===== src/rtl/vs_residual_updater.sv =====
// Matching-pursuit residual update: r[i] <= r[i] - coef*phi[i][k] for the selected atom,
// streamed one element per cycle through the residual RAM, with residual energy accumulation.
//
// state  | meaning
// IDLE   | waiting for start; addresses hold their last value
// READ   | issuing phi/residual read addresses, one element per cycle
// DRAIN  | last element is written back
// FINISH | one-cycle done pulse; a new start is accepted here too
module vs_residual_updater #(
    parameter int ROWS           = 4,
    parameter int COLUMNS        = 8,
    parameter int NORM_SHIFT     = 2,
    parameter int DATA_WIDTH     = 32,
    parameter int RES_ADDR_WIDTH = 8,
    parameter int PHI_ADDR_WIDTH = 16
) (
    input  logic                      clock,
    input  logic                      reset_n,
    input  logic                      start,
    input  logic [7:0]                atom_index,
    input  logic [DATA_WIDTH-1:0]     atom_value,
    output logic [PHI_ADDR_WIDTH-1:0] phi_read_addr,
    input  logic [DATA_WIDTH-1:0]     phi_read_data,
    output logic [RES_ADDR_WIDTH-1:0] res_read_addr,
    input  logic [DATA_WIDTH-1:0]     res_read_data,
    output logic                      res_write_enable,
    output logic [RES_ADDR_WIDTH-1:0] res_write_addr,
    output logic [DATA_WIDTH-1:0]     res_write_data,
    output logic                      busy,
    output logic                      done,
    output logic                      error,
    output logic [63:0]               residual_energy
);

    localparam int CW = (ROWS > 1) ? $clog2(ROWS) : 1;
    localparam logic [7:0]    COLS_P   = 8'(COLUMNS);
    localparam logic [CW-1:0] LAST_ROW = CW'(ROWS - 1);

    typedef enum logic [1:0] {S_IDLE, S_READ, S_DRAIN, S_FINISH} state_t;

    state_t                       state_q;
    logic [7:0]                   k_q;
    logic signed [DATA_WIDTH-1:0] coef_q;
    logic [CW-1:0]                count_q;
    logic                         valid_q;
    logic [RES_ADDR_WIDTH-1:0]    waddr_q;
    logic                         busy_q;
    logic                         done_q;
    logic                         error_q;
    logic [63:0]                  energy_q;

    logic [DATA_WIDTH-1:0] prod;
    logic [DATA_WIDTH-1:0] diff;
    logic [63:0]           diff_ext;
    logic [63:0]           sq;

    // Only the low DATA_WIDTH bits of the product matter, so the wrap is intentional.
    always_comb begin
        prod     = coef_q * phi_read_data;
        diff     = res_read_data - prod;
        diff_ext = 64'($signed(diff));
        sq       = diff_ext * diff_ext;
    end

    assign phi_read_addr    = PHI_ADDR_WIDTH'(k_q) * PHI_ADDR_WIDTH'(ROWS) + PHI_ADDR_WIDTH'(count_q);
    assign res_read_addr    = RES_ADDR_WIDTH'(count_q);
    assign res_write_enable = valid_q;
    assign res_write_addr   = waddr_q;
    assign res_write_data   = valid_q ? diff : '0;
    assign busy             = busy_q;
    assign done             = done_q;
    assign error            = error_q;
    assign residual_energy  = energy_q;

    always_ff @(posedge clock or negedge reset_n) begin
        if (!reset_n) begin
            state_q  <= S_IDLE;
            k_q      <= '0;
            coef_q   <= '0;
            count_q  <= '0;
            valid_q  <= 1'b0;
            waddr_q  <= '0;
            busy_q   <= 1'b0;
            done_q   <= 1'b0;
            error_q  <= 1'b0;
            energy_q <= '0;
        end else begin
            done_q  <= 1'b0;
            valid_q <= 1'b0;
            if (valid_q) begin
                energy_q <= energy_q + sq;
            end
            case (state_q)
                S_IDLE, S_FINISH: begin
                    state_q <= S_IDLE;
                    if (start) begin
                        if (atom_index < COLS_P) begin
                            k_q      <= atom_index;
                            coef_q   <= $signed(atom_value) >>> NORM_SHIFT;
                            count_q  <= '0;
                            energy_q <= '0;
                            error_q  <= 1'b0;
                            busy_q   <= 1'b1;
                            state_q  <= S_READ;
                        end else begin
                            // Bad column: report through done/error without touching the RAM.
                            error_q <= 1'b1;
                            done_q  <= 1'b1;
                            state_q <= S_FINISH;
                        end
                    end
                end
                S_READ: begin
                    valid_q <= 1'b1;
                    waddr_q <= RES_ADDR_WIDTH'(count_q);
                    if (count_q == LAST_ROW) begin
                        state_q <= S_DRAIN;
                    end else begin
                        count_q <= count_q + CW'(1);
                    end
                end
                S_DRAIN: begin
                    busy_q  <= 1'b0;
                    done_q  <= 1'b1;
                    state_q <= S_FINISH;
                end
                default: state_q <= S_IDLE;
            endcase
        end
    end

endmodule


===== config.mk =====
export PLATFORM = sky130hd
export DESIGN_NAME = vs_residual_updater
export DESIGN_NICKNAME = d
export VERILOG_FILES = /design/src/rtl/vs_residual_updater.sv
export SDC_FILE = /design/constraint.sdc
export NUM_CORES = 2
export LEC_CHECK = 0
export BUFFER_PORTS_ARGS = -buffer_cell sky130_fd_sc_hd__buf_2
export CAP_MARGIN = 30
export CORE_MARGIN = 2
export CORE_UTILIZATION = 45
export DETAILED_ROUTE_END_ITERATION = 8
export SLEW_MARGIN = 0
export SYNTH_ARGS = -nofsm -noshare
export SYNTH_HDL_FRONTEND = slang
export SYNTH_SLANG_ARGS = --single-unit

===== constraint.sdc =====
create_clock -name clock -period 29.6 [get_ports clock]
set_input_delay 1.48 -clock clock [delete_from_list [all_inputs] [get_ports clock]]
set_output_delay 1.48 -clock clock [all_outputs]
set_load 0.03 [all_outputs]

Word level (Yosys, flattened, before mapping). Index checks and enable logic that the tools add are counted.

Add/subtract/negate cells: 4. Multiplexer cells: 20. $lt $le $gt $ge: 1. Equality and inequality tests: 8. Multiply operators: 2. Reductions and logical operators: 8.

Operator list (number): 64-bit 2-to-1 mux (4); 64-bit adder (1); 32-bit by 32-bit multiplier with 64-bit output (1); 30-bit by 32-bit multiplier with 32-bit output (1); 32-bit 2-to-1 mux (1); 32-bit subtractor (1); 2-bit 2-to-1 mux (6); 10-bit by 2-bit adder with 11-bit output (1); 8-bit by 4-bit < comparator with 1-bit output, second input constant (1); 2-bit != test, second input constant (4); 2-bit equality test, second input constant (3); 2-bit one-hot mux with 3 select lines (1); 3-bit AND reduction (2); 1-bit 2-to-1 mux (5); 1-bit one-hot mux with 2 select lines (2); 2-bit one-hot mux with 2 select lines (1); 4-bit AND reduction (1); 2-bit nonzero test (2); 2-bit by 1-bit adder with 2-bit output, second input constant (1); 2-bit by 1-bit equality test with 1-bit output, second input constant (1); 2-bit logical NOT (1); 2-bit AND reduction (1); 2-bit OR reduction (1).

Output and inout port bits: 132. Register bits: 112. Bits of input ports: 107.

Depth between registers and ports, before layout.
Word-level depth: 8. Gate-level depth with buffers: 59. Depth with buffers taken out: 55.

Worst setup path after synthesis. Ideal clock, no wire load.

Path type: input to register. Start: input phi_read_data[14]. End: register energy_q[60], in the netlist residual_energy[60]. Buffers on the path: 5. Library setup time: 131 ps. Arrival time: 15834 ps. Stages: 52. Setup slack: 13636 ps. Data required time: 29469 ps. Cells stage by stage: clkbuf_1 clkbuf_1 nand2_1 fa_1 fa_1 fa_1 inv_1 fa_1 inv_1 fa_1 fa_1 fa_1 fa_1 ha_1 clkbuf_1 a21oi_1 o21ai_0 a221oi_1 (+16 left out) fa_1 fa_1 inv_1 fa_1 inv_1 ha_1 clkbuf_1 a21oi_2 o211ai_1 a41o_1 o31ai_1 a21oi_1 a311o_1 a21o_1 a41oi_2 a21oi_1 xnor2_1 a21oi_1.

Word-level cells in the longest chain between the ends: 8.

Ends and longest elaborated chain: start, declared (RTL line 23) `input logic [DATA_WIDTH-1:0] phi_read_data,`; 30-bit by 32-bit multiplier with 32-bit output * (RTL line 59) `prod = coef_q * phi_read_data;`; 32-bit subtractor * (RTL line 60) `diff = res_read_data - prod;`; 32-bit by 32-bit multiplier with 64-bit output * (RTL line 62) `sq = diff_ext * diff_ext;`; 64-bit adder * (RTL line 91) `energy_q <= energy_q + sq;`; 64-bit 2-to-1 mux * (RTL line 90) `if (valid_q) begin`; 64-bit 2-to-1 mux (RTL line 97) `if (atom_index < COLS_P) begin`; 64-bit 2-to-1 mux (RTL line 96) `if (start) begin`; 64-bit 2-to-1 mux * (RTL line 93) `case (state_q)`; end signal, assigned (RTL line 91); end, declared (RTL line 50) `logic [63:0] energy_q;`.

Mark *: on every way between the ends. The rest lies on a longest branch, timed or not. A chain may end at the register's enable or synchronous reset.

Worst setup path in the final report.
Start: input phi_read_data[7]. End: register energy_q[63], in the netlist residual_energy[63].

The elaborated chain is that of the path after synthesis.

==> impl_results.md <==
- FMAX: 0.05804 GHz
- Slew Viols, Final: 0
- Total gr overflow: 0
- Root Buffer: clkbuf_16
- Antenna violations before repair: 7
- Post-Route WL: 168.0 mm
- I/O Buffers: 218
- Final Hold Vio Count: 0
- Initial DRC count: 2487
- Final worst path period share: 58.21%
- Syn Std Cell Area: 57090 um2
- Inserted Clock Buffers: 9
- Worst path top cell family by delay: adder cells
- Met3 Use GR: 5.059%
- Buffers & Inverters on Critical Path: 15
- Post-route ant nets: 0
- Post-DP HPWL: 134.4 mm
- Gr usage total: 27.33%
- Layout Nets: 8160
- GPL Wtd Cong: 0.9567
- Worst Path Arrival: 17.55 ns
- Global-route wire length before repair: 267.2 mm
- Critical path class: in -> reg
- R2r worst-path depth: 50
- Pin count of the biggest net entering global routing: 65
- RSZ-0062 raised after global routing: false
- Final min period: 17.23 ns
- Ys flop type: dfrtp_1
- Share of cells above drive strength 1: 6.374%
- Grt met2 use: 45.49%
- Setup repair bufs after CTS: 0
- Clock sink total: 112
- Reg-to-Reg Start: coef_q[1]
- Clock Latency Late Sink: 0.48 ns
- Synth cell types: 79
- DIE AREA: 129700 um2
- I/O Pins: 239
- CP most frequent cell: fa_1
- Hold Path Class: reg -> reg
- Required time worst endpoint: 29.92 ns
- CTS H-tree depth: 3
- Run status: finished, final reports clean
- Starting density of the core: 45.40%
- Seq/Total Area, Yosys: 4.910%
- Synth-to-Final Area Change: 6.034%
- CTS resizes: 0
- Global route hottest layer: met2
- Core Region: 125700 um2
- Syn Area/Cell: 9.439 um2
- Die Wd: 360.2 um
- Yosys warns: 0
- CP Launch Type: input port
- Cells after Synth: 6048
- Vias in the first global route: 45190
- Final setup vio count: 0
- Commonest non-fill, non-tap cell in the layout: inv_1
- CTS tree: built
- Total Neg Setup Slack: 0 ns
- Worst Tran Pin Value: 1.048 ns
- Fraction of registers with async set/reset: 100.0%
- Synth Register Bits: 112
- Hold EP: k_q[1]
- TritonRoute pass-1 iters: 5
- EDFF count, synth: 0
- CTS Buffer Depth: 2
- CP max FO: 25
- R2R Path End: residual_energy[60]
- Worst path max stage delay: 0.57 ns
- Hold path startpoint: k_q[1]
- Critical-path cell with the highest stage delay: fa_1
- Cts hold-fix bufs: 0
- CP Capture Type: register
- Maxcap violations: 0
- Final clock skew: 0.03405 ns
- Via density: 5.179
- CTS clk-pin slew, worst paths: 0.10 ns
- DR WL/cell: 21.62 um
- Hold path depth: 2
- Commonest non-fill, non-tap cells in the layout: 1647 x inv_1, 1572 x fa_1, 793 x nand2_1
- Reg2reg setup slack: 12.99 ns
- # DRC: 0
- Die Y: 360.2 um
- Relative slew slack: 30.12%
- Via count: 40260
- FP Rows: 130
- M1 GR Usage: 35.88%
state kept, by name, indices dropped and copies added, names as in the netlist:
name / cells
error: 1
residual_energy: 64
res_write_enable: 1
count_q: 2
state_q: 2
done: 1
busy: 1
k_q: 8
coef_q: 30
res_write_addr: 2
final cells by class:
cell class                      count  area, um2
Sequential cell                   112       2806
Fill cell                       11990      65200
Inverter                         1672       6276
Multi-Input combinational cell   4018      47160
Timing Repair Buffer              301       1893
Tap cell                         1650       2064
Clock inverter                      7      96.34
Clock buffer                        9      225.2
Antenna cell                        3      7.507
worst register-to-register path: cells and delay by family (launching register included):
family | cells | cell delay [ns]
flops | 1 | 0.60
xor+xnor | 2 | 0.30
compound gates | 10 | 2.73
buf+inv | 13 | 2.74
simple gates | 7 | 1.30
fa+ha+maj | 18 | 8.81
worst max-delay path by stage:
stage,start,endpoint,slack (ns),cells after the start
floorplan,phi_read_data[14],residual_energy[60],13.64,52
global placement,phi_read_data[7],residual_energy[60],12.05,52
detailed placement,phi_read_data[7],residual_energy[60],11.93,54
CTS,phi_read_data[7],residual_energy[60],12.43,54
global route,phi_read_data[7],residual_energy[60],11.71,54
finish,phi_read_data[7],residual_energy[63],12.37,56
per-stage QoR:
| step | hold slack, ns | instances | instance area (um2) | setup slack, ns | utilization, % |
|---|---|---|---|---|---|
| floorplan | 0.4808 | 6065 | 57150 | 13.64 | - |
| global placement | 0.4586 | 7743 | 59950 | 12.05 | 47.68 |
| detailed placement | 0.4626 | 7752 | 60170 | 11.93 | 47.86 |
| CTS | 0.4907 | 7768 | 60500 | 12.43 | 48.11 |
| global route | 0.5111 | 7769 | 60520 | 11.71 | 48.14 |
| finish | 0.4878 | 7772 | 60530 | 12.37 | 48.14 |
Yosys cell counts, types with 45 or more instances:
cell,count,area (um2)
mux2i_1,47,470.5
nor2_1,331,1242
ha_1,367,4592
fa_1,1572,31470
xor2_1,45,394.1
dfrtp_1,112,2803
nand2_1,793,2977
and2_1,255,1595
clkbuf_1,209,784.5
o21ai_0,59,295.3
a21oi_1,100,500.5
xnor2_1,130,1139
inv_1,1654,6208
logic make-up (layout without fill, tap and decap cells):
family                   after synthesis  count (layout)  share of synthesized area [%]
buffers and inverters               1935            1989                          12.91
adder cells (fa/ha/maj)             1939            1939                          63.17
AND/OR/NAND/NOR                     1508            1508                          11.57
flip-flops                           112             112                          4.910
multiplexers                          51              51                         0.9030
XOR/XNOR                             180             180                          2.847
AO/OA/AOI/OAI                        322             322                          3.680
other                                  1              21                       0.006569
per-layer routing:
metal | wire length (um) | share of wire, %
met1 | 68540 | 41
met2 | 81200 | 48
met3 | 11520 | 6.9
met4 | 6750 | 4.0
met5 | 36 | 0.021
Power is left out: the tool's default activity adds up to more than one toggle a clock period on the data nets, which glitch-free logic cannot reach.
